===== src/rtl/pbs_pkg.sv =====
// Shared constants for the battle engine: move table, LFSR taps and the
// datapath action encoding used to resolve simultaneous strobes.
package pbs_pkg;

  localparam logic [3:0] MOVE_POWER  [4] = '{4'd3, 4'd5, 4'd8, 4'd12};
  localparam logic [3:0] MOVE_THRESH [4] = '{4'd8, 4'd6, 4'd3, 4'd1};

  // Fibonacci taps 8,6,5,4 expressed as a mask over bits [7:0].
  localparam logic [7:0] LFSR_TAPS = 8'hB8;

  typedef enum logic [2:0] {
    ACT_NONE,
    ACT_END,
    ACT_LOAD_PM,
    ACT_CALC_PH,
    ACT_APPLY_AD,
    ACT_LOAD_AM,
    ACT_CALC_AH,
    ACT_APPLY_PD
  } action_e;

  function automatic logic [3:0] move_power(input logic [1:0] m);
    return MOVE_POWER[m];
  endfunction

  function automatic logic [3:0] move_thresh(input logic [1:0] m);
    return MOVE_THRESH[m];
  endfunction

endpackage


===== src/rtl/lfsr8.sv =====
// Free-running 8-bit Fibonacci LFSR; advances every cycle so that the
// moment a player presses go effectively randomizes the rolls.
module lfsr8
  import pbs_pkg::*;
#(
  parameter logic [7:0] SEED = 8'hA5
) (
  input  logic       clk,
  input  logic       reset,
  output logic [7:0] value
);

  always_ff @(posedge clk) begin
    if (reset) value <= SEED;
    else       value <= {value[6:0], ^(value & LFSR_TAPS)};
  end

endmodule


===== src/rtl/battle_datapath.sv =====
// Battle datapath: HP, moves and hit result, advanced by edge-detected
// controller strobes, with a game-over freeze and restart on ld_pm.
module battle_datapath
  import pbs_pkg::*;
#(
  parameter int         HP_W      = 5,
  parameter int         MAX_HP    = 20,
  parameter logic [7:0] LFSR_SEED = 8'hA5
) (
  input  logic            clk,
  input  logic            reset,
  input  logic [1:0]      move_in,
  input  logic            ld_pm,
  input  logic            calc_ph,
  input  logic            apply_ad,
  input  logic            ld_am,
  input  logic            calc_ah,
  input  logic            apply_pd,
  input  logic            victory,
  input  logic            loss,
  output logic [HP_W-1:0] player_hp,
  output logic [HP_W-1:0] ai_hp,
  output logic [1:0]      player_move,
  output logic [1:0]      ai_move,
  output logic            hit,
  output logic [3:0]      damage,
  output logic            hp_is_zero,
  output logic            game_over
);

  localparam logic [HP_W-1:0] HP_START = HP_W'(MAX_HP);

  logic [7:0]      lfsr_q;
  logic [2:0]      unused_lfsr_bits;
  logic [6:0]      strobes;
  logic [6:0]      strobes_q;
  logic [6:0]      rise;
  action_e         act;
  logic [1:0]      attack_move;
  logic            roll_hit;
  logic [3:0]      dmg_now;
  logic [HP_W-1:0] dmg_ext;
  logic [HP_W-1:0] target_hp;
  logic [HP_W-1:0] hp_after;

  lfsr8 #(.SEED(LFSR_SEED)) u_lfsr (
    .clk   (clk),
    .reset (reset),
    .value (lfsr_q)
  );

  assign unused_lfsr_bits = lfsr_q[5:3];

  assign strobes = {apply_pd, calc_ah, ld_am, apply_ad, calc_ph, ld_pm, 1'b0} >> 1
                   | {6'd0, ld_pm};
  assign rise    = strobes & ~strobes_q;

  // Priority is decided on strobe levels; non-ld_pm strobes then act only on their rise.
  always_comb begin
    act = ACT_NONE;
    if (victory || loss)  act = ACT_END;
    else if (ld_pm)       act = ACT_LOAD_PM;
    else if (calc_ph)     act = rise[1] ? ACT_CALC_PH  : ACT_NONE;
    else if (apply_ad)    act = rise[2] ? ACT_APPLY_AD : ACT_NONE;
    else if (ld_am)       act = rise[3] ? ACT_LOAD_AM  : ACT_NONE;
    else if (calc_ah)     act = rise[4] ? ACT_CALC_AH  : ACT_NONE;
    else if (apply_pd)    act = rise[5] ? ACT_APPLY_PD : ACT_NONE;
  end

  // One roll comparator and one saturating subtractor serve both combatants.
  always_comb begin
    attack_move = player_move;
    target_hp   = ai_hp;
    if (act == ACT_CALC_AH || act == ACT_APPLY_PD) begin
      attack_move = ai_move;
      target_hp   = player_hp;
    end
    roll_hit = {1'b0, lfsr_q[2:0]} < move_thresh(attack_move);
    dmg_now  = hit ? move_power(attack_move) : 4'd0;
    dmg_ext  = HP_W'(dmg_now);
    hp_after = (target_hp > dmg_ext) ? (target_hp - dmg_ext) : '0;
  end

  assign hp_is_zero = (apply_ad && (ai_hp == '0)) || (apply_pd && (player_hp == '0));

  always_ff @(posedge clk) begin
    if (reset) begin
      strobes_q   <= '0;
      player_hp   <= HP_START;
      ai_hp       <= HP_START;
      player_move <= 2'd0;
      ai_move     <= 2'd0;
      hit         <= 1'b0;
      damage      <= 4'd0;
      game_over   <= 1'b0;
    end else begin
      strobes_q <= strobes;
      if (act == ACT_END) begin
        game_over <= 1'b1;
      end else if (game_over) begin
        if (act == ACT_LOAD_PM && rise[0]) begin
          player_hp   <= HP_START;
          ai_hp       <= HP_START;
          damage      <= 4'd0;
          hit         <= 1'b0;
          game_over   <= 1'b0;
          player_move <= move_in;
        end
      end else begin
        case (act)
          ACT_LOAD_PM:  player_move <= move_in;
          ACT_CALC_PH,
          ACT_CALC_AH:  hit <= roll_hit;
          ACT_LOAD_AM:  ai_move <= lfsr_q[7:6];
          ACT_APPLY_AD: begin
            damage <= dmg_now;
            ai_hp  <= hp_after;
          end
          ACT_APPLY_PD: begin
            damage    <= dmg_now;
            player_hp <= hp_after;
          end
          default: ;
        endcase
      end
    end
  end

endmodule


===== config.mk =====
export PLATFORM = sky130hd
export DESIGN_NAME = battle_datapath
export DESIGN_NICKNAME = d
export VERILOG_FILES = /design/src/rtl/pbs_pkg.sv /design/src/rtl/lfsr8.sv /design/src/rtl/battle_datapath.sv
export SDC_FILE = /design/constraint.sdc
export NUM_CORES = 1
export LEC_CHECK = 0
export BUFFER_PORTS_ARGS = -buffer_cell sky130_fd_sc_hd__buf_4
export CORE_ASPECT_RATIO = 0.6
export CORE_UTILIZATION = 55
export DETAILED_ROUTE_END_ITERATION = 12
export GPL_ROUTABILITY_DRIVEN = 0
export PLACE_DENSITY_LB_ADDON = 0.2
export SLEW_MARGIN = 25
export SYNTH_ARGS = -nofsm -noshare
export SYNTH_HDL_FRONTEND = slang
export SYNTH_HIERARCHICAL = 1
export SYNTH_SLANG_ARGS = --single-unit

===== constraint.sdc =====
create_clock -name clk -period 5.52 [get_ports clk]
set_input_delay 0.552 -clock clk [delete_from_list [all_inputs] [get_ports clk]]
set_output_delay 0.552 -clock clk [all_outputs]
set_load 0.05 [all_outputs]

Word-level counts from Yosys, hierarchy flattened:

Cells that the tools add are included.

* register bits: 34
* bits of input ports: 12
* output and inout bits: 21
* logic and storage cells: 88

* add/subtract/negate cells: 1
* order comparisons: 3
* equality and inequality tests: 8
* mux-type cells: 39
* bitwise logic cells: 6
* reductions and logical operators: 22

Operators by type and width (number)
* 5-bit two-way mux: 7
* 3-bit two-way mux: 11
* 4-bit two-way mux: 8
* 3-bit AND reduction: 6
* 4-bit binary-select mux with 2-bit select: 2
* 3-bit equality test (second input constant): 4
* 5-bit zero test: 2
* 2-bit two-way mux: 5
* 2-bit nonzero test: 5
* 8-bit parity: 1
* 6-bit bitwise AND: 1
* 3-bit by 2-bit equality test with 1-bit output (second input constant): 2
* 1-bit two-way mux: 6
* 6-bit NOT: 1
* 6-bit by 1-bit OR with 6-bit output: 1
* 5-bit by 4-bit greater-than comparator with 1-bit output: 1
* 5-bit by 4-bit subtractor with 5-bit output: 1
* 3-bit by 4-bit less-than comparator with 1-bit output: 1
* 2-bit OR reduction: 2
* 3-bit by 1-bit equality test with 1-bit output (second input constant): 1
* 3-bit >= comparator (second input constant): 1
* 1-bit logical AND: 3
* 1-bit logical OR: 3
* 2-bit NOT with 3-bit output: 1
* 2 further kinds: 3

Depth between registers and ports, before layout:

* word-level depth: 22
* mapped depth: 13
* mapped depth without buffers: 13

Cells and area by module:

The synthesis kept the hierarchy.

By module, submodules not included
* battle_datapath: instances 1, cells an instance 181, area an instance 1622.8 µm², sequential area each 520.5 µm²
* lfsr8: instances 1, cells an instance 19, area an instance 236.5 µm², sequential area each 160.2 µm²

Worst setup path before layout:

OpenSTA, ideal clock, no wires.

* path kind: input-to-reg
* start: input port apply_pd
* end: register ai_hp[1]
* setup time: 0.072 ns
* data arrival time: 3.195 ns
* data required time: 5.448 ns
* path slack: 2.253 ns
* stages on the path: 13
* buffers on the path: 0
* cells stage by stage: nor3b_2 -> o211ai_2 -> mux2_2 -> inv_1 -> ha_1 -> nand2_1 -> ha_1 -> nand2b_1 -> nand3b_1 -> o211ai_1 -> nand2_1 -> or4b_2 -> mux2i_1

* cells in the longest elaborated chain, start to end: 22
* elaborated cells between the ends (all ways): 33
* classes of those cells: add/sub: 1; order compare: 1; eq/ne: 6; mux: 17; bitwise: 4; reduce/logical: 4

Ends and longest elaborated chain
* start: declaration: RTL line battle_datapath.sv:18 `input logic apply_pd,`
* 6-bit by 1-bit OR with 6-bit output: RTL line battle_datapath.sv:55 `| {6'd0, ld_pm};`
* 6-bit bitwise AND: RTL line battle_datapath.sv:56 `assign rise = strobes & ~strobes_q;`
* 3-bit two-way mux: RTL line battle_datapath.sv:67 `else if (apply_pd) act = rise[5] ? ACT_APPLY_PD : ACT_NONE;`
* 3-bit two-way mux *: RTL line battle_datapath.sv:67
* 3-bit two-way mux *: RTL line battle_datapath.sv:66 `else if (calc_ah) act = rise[4] ? ACT_CALC_AH : ACT_NONE;`
* 3-bit two-way mux *: RTL line battle_datapath.sv:65 `else if (ld_am) act = rise[3] ? ACT_LOAD_AM : ACT_NONE;`
* 3-bit two-way mux *: RTL line battle_datapath.sv:64 `else if (apply_ad) act = rise[2] ? ACT_APPLY_AD : ACT_NONE;`
* 3-bit two-way mux *: RTL line battle_datapath.sv:63 `else if (calc_ph) act = rise[1] ? ACT_CALC_PH : ACT_NONE;`
* (+5 left out)
* 2-bit NOT with 3-bit output (not written as such): RTL line pbs_pkg.sv:23 `return MOVE_POWER[m];`
* 4-bit binary-select mux with 2-bit select: RTL line pbs_pkg.sv:23
* 4-bit two-way mux (not written as such) (2 in a row): RTL line pbs_pkg.sv:23
* 4-bit two-way mux: RTL line battle_datapath.sv:79 `dmg_now = hit ? move_power(attack_move) : 4'd0;`
* 5-bit by 4-bit subtractor with 5-bit output or 5-bit by 4-bit greater-than comparator with 1-bit output (tied branches): RTL line battle_datapath.sv:81 `hp_after = (target_hp > dmg_ext) ? (target_hp - dmg_ext) : '0;`
* 5-bit two-way mux: RTL line battle_datapath.sv:81
* 5-bit two-way mux: RTL line battle_datapath.sv:110 `case (act)`
* 5-bit two-way mux: RTL line battle_datapath.sv:100 `end else if (game_over) begin`
* end signal: assignment: RTL line battle_datapath.sv:117 `ai_hp <= hp_after;`
* end: declaration: RTL line battle_datapath.sv:22 `output logic [HP_W-1:0] ai_hp,`

Every way passes the cells marked *; elsewhere a longest branch is shown, timed or not. The select of a mux whose other input is x is not followed.
A chain may end at the register's enable or synchronous reset.

Worst setup path after layout:

Ends and elaborated chain as after synthesis.

==> summary.txt <==
Routing
  • Final WL: 4.57 mm
  • Vias: 1642
  • DR WL/cell: roughly 17 µm
  • ANT nets after route: 0
  • Pre-Repair DR Iteration Count: 4
  • Initial DRC count: 123
  • Via density: 5.95
  • DRC Markers: 0

Global routing
  • Pin count of the biggest net entering global routing: 41
  • First-pass GRT wire length: 7.13 mm
  • Vias in the first global route: 1432
  • Gr usage total: 0.269
  • Initial antenna violation count: 0
  • Gr ovfl total: 0

Place
  • Post-place instance area: 2120 µm²
  • Detailed Place HPWL: ~3.3 mm
  • Port Buf Inserts: 32

Finish
  • End-of-flow core utilization: 0.729
  • Ant diodes: 0
  • Synth-to-Final Area Change: 19.2%
  • Filler cells: around 230
  • Share of layout cells above drive strength 1: 0.252
  • Final net count: 253
  • Fin area: 2220 µm²

Power
  • Max VDD drop: between 0.15 and 0.2 mV
  • Power Dens Cells: 231 nW/µm²
  • Pleak: 0.000914 µW
  • Total power: between 500 and 600 µW

Timing
  • Period utilization: 0.640
  • RSZ-0062 raised after global routing: false
  • Hold_ws: 468 ps
  • Final setup vio count: 0
  • Max Clk Rate: 0.283 GHz
  • Post-layout min period: between 3000 and 4000 ps
  • Slew HR: 0.515
  • Hold Fails Final Rpt: 0
  • TNS Setup: 0 ps
  • Final slew viol count: 0
  • Least-Margin Pin Slew: 723 ps
  • Final Skew: 8.13 ps

Clock network
  • Clock Latency Late Sink: about 290 ps
  • Sink Count: 34
  • # H-tree levels: 2
  • CTS resizes: 0
  • TritonCTS clock tree: built
  • # hold bufs at CTS: 0
  • Root Driver: clkbuf_8
  • CTS buffer count: 5
  • CTS Buffer Depth: 2
  • Clock-pin transition on the worst setup and hold timing paths: 70 ps
  • Post CTS Setup Buffer Count: 0

Synth
  • Top cell type by total area after synthesis: dfxtp_1
  • Mean Syn Cell Area: 9.30 µm²
  • Post-Syn Nets: 220
  • Number of synthesized flops with an enable pin: 0
  • FFs w/ async S/R, synth: 0
  • Ys flop type: dfxtp_1
  • Share of the synthesized area in the top cell type: 0.366
  • Unique masters post-synth: 46
  • Synth warn: 6
  • Sequential-to-total area share from yosys stat: 0.366
  • Synth area leaders: dfxtp_1, mux2i_1, ha_1, nor2b_1, mux2_2
  • Yosys reg bits: 34
  • Synth Cell Area: 1860 µm²
  • Mapped Cells: 200

Worst setup path
  • Startpoint Class: primary input
  • Delay-heaviest family, CP: simple AND/OR/NAND/NOR gates
  • Critical path required time: 5720 ps
  • Slowest stage delay, CP: 610 ps
  • Worst path arrival time: 3730 ps
  • Critical-path top delay cell: or4b_2
  • CP Capture Type: flop
  • Max FO, Critical Path: 7
  • Worst Path Buf+Inv: 2
  • Critical path class: primary input to flop
  • CP Launch Point: apply_pd
  • CP cell instances: buf_4, nor3b_2, o211ai_2, mux2_2, inv_1, ha_1, nand2_1, ha_1, nand2b_1, nand3b_1, o211ai_1, nand2_1, or4b_2, mux2i_1
  • RR Startpoint: strobes_q[5]

Floorplan
  • Starting Density: 0.612
  • # IOs: 33
  • Die X: 77.1 µm
  • Die area: between 3000 and 4000 µm²
  • Chip Height: 47.0 µm
  • Row count: 15
  • CORE AREA: between 3000 and 4000 µm²

Hold path
  • Hold Crit Class: flop to flop
  • Worst Min Path Start: u_lfsr/value[4]

Status
  • Outcome: finished clean

Run
  • Maxcap violations: 0
## cell type report
class                           instances  area [µm²]  area share
Clock buffer                            6        82.6      0.0372
Sequential cell                        34         681       0.307
Clock inverter                          2        12.5     0.00564
Inverter                                6        22.5      0.0102
Multi-Input combinational cell        154        1130       0.508
Tap cell                               42        52.6      0.0237
Timing Repair Buffer                   32         240       0.108
## state kept, by name, summed over array words and instances (netlist names)
name,cells
ai_hp,5
game_over,1
ai_move,2
player_hp,5
strobes_q,6
hit,1
u_lfsr/value,8
damage,4
player_move,2
## per-layer routing
layer  vias up  GRT usage  share of wire
li1        783          -              -
met2        80      0.438           0.44
met3        18     0.0680          0.095
met5         -          0              0
met1       761      0.357           0.44
met4         0      0.106          0.028
## final timing paths
| path | endpoint | slack, ps | depth (start not counted) |
|---|---|---|---|
| setup / recovery | ai_hp[1] | 1990 | 14 |
| hold / removal | u_lfsr/value[5] | 470 | 1 |
| setup reg to reg | ai_hp[1] | 2100 | 13 |
| hold reg to reg | u_lfsr/value[5] | 470 | 1 |
## per-stage QoR
| step | cells | worst slack [ps] |
|---|---|---|
| 5_1_grt | 276 | 1780 |
| 3_3_place_gp | 268 | 2020 |
| 3_5_place_dp | 268 | 1790 |
| 2_1_floorplan | 200 | 2250 |
| 4_1_cts | 276 | 2080 |
| 6_report | 276 | 1990 |
## cells in the final DEF, fill, tap and decap left out, drive strengths merged, types with 7 or more instances in the layout
master | Yosys | routed
o211ai | 7 | 7
o21ai | 7 | 7
nor2 | 14 | 14
dfxtp | 34 | 34
buf | 1 | 32
nand2 | 14 | 14
nor2b | 13 | 13
a21oi | 8 | 8
mux2i | 12 | 12
ha | 7 | 7
## Yosys cell counts, drive strengths merged (5+ instances only)
cell    number
a21oi        8
clkbuf       5
dfxtp       34
ha           7
inv          6
mux2         6
mux2i       12
nand2       14
nand2b       6
nand3        5
nand3b       6
nor2        14
nor2b       13
nor3         5
nor3b        5
o211ai       7
o21ai        7
or2          5
xnor2        5
## cell families after synthesis
group / synth area share
mux: 0.101
fa+ha+maj: 0.0579
xor+xnor: 0.0377
flops: 0.366
compound gates: 0.122
buf+inv: 0.0283
simple gates: 0.287
## power breakdown
part	switching [µW]	leakage [µW]	internal [µW]
sequential	7.67	0.000279	254
clock	91.7	0.0000472	100
combinational	33.7	0.000588	25.0
(Power assumes the default switching activity.)
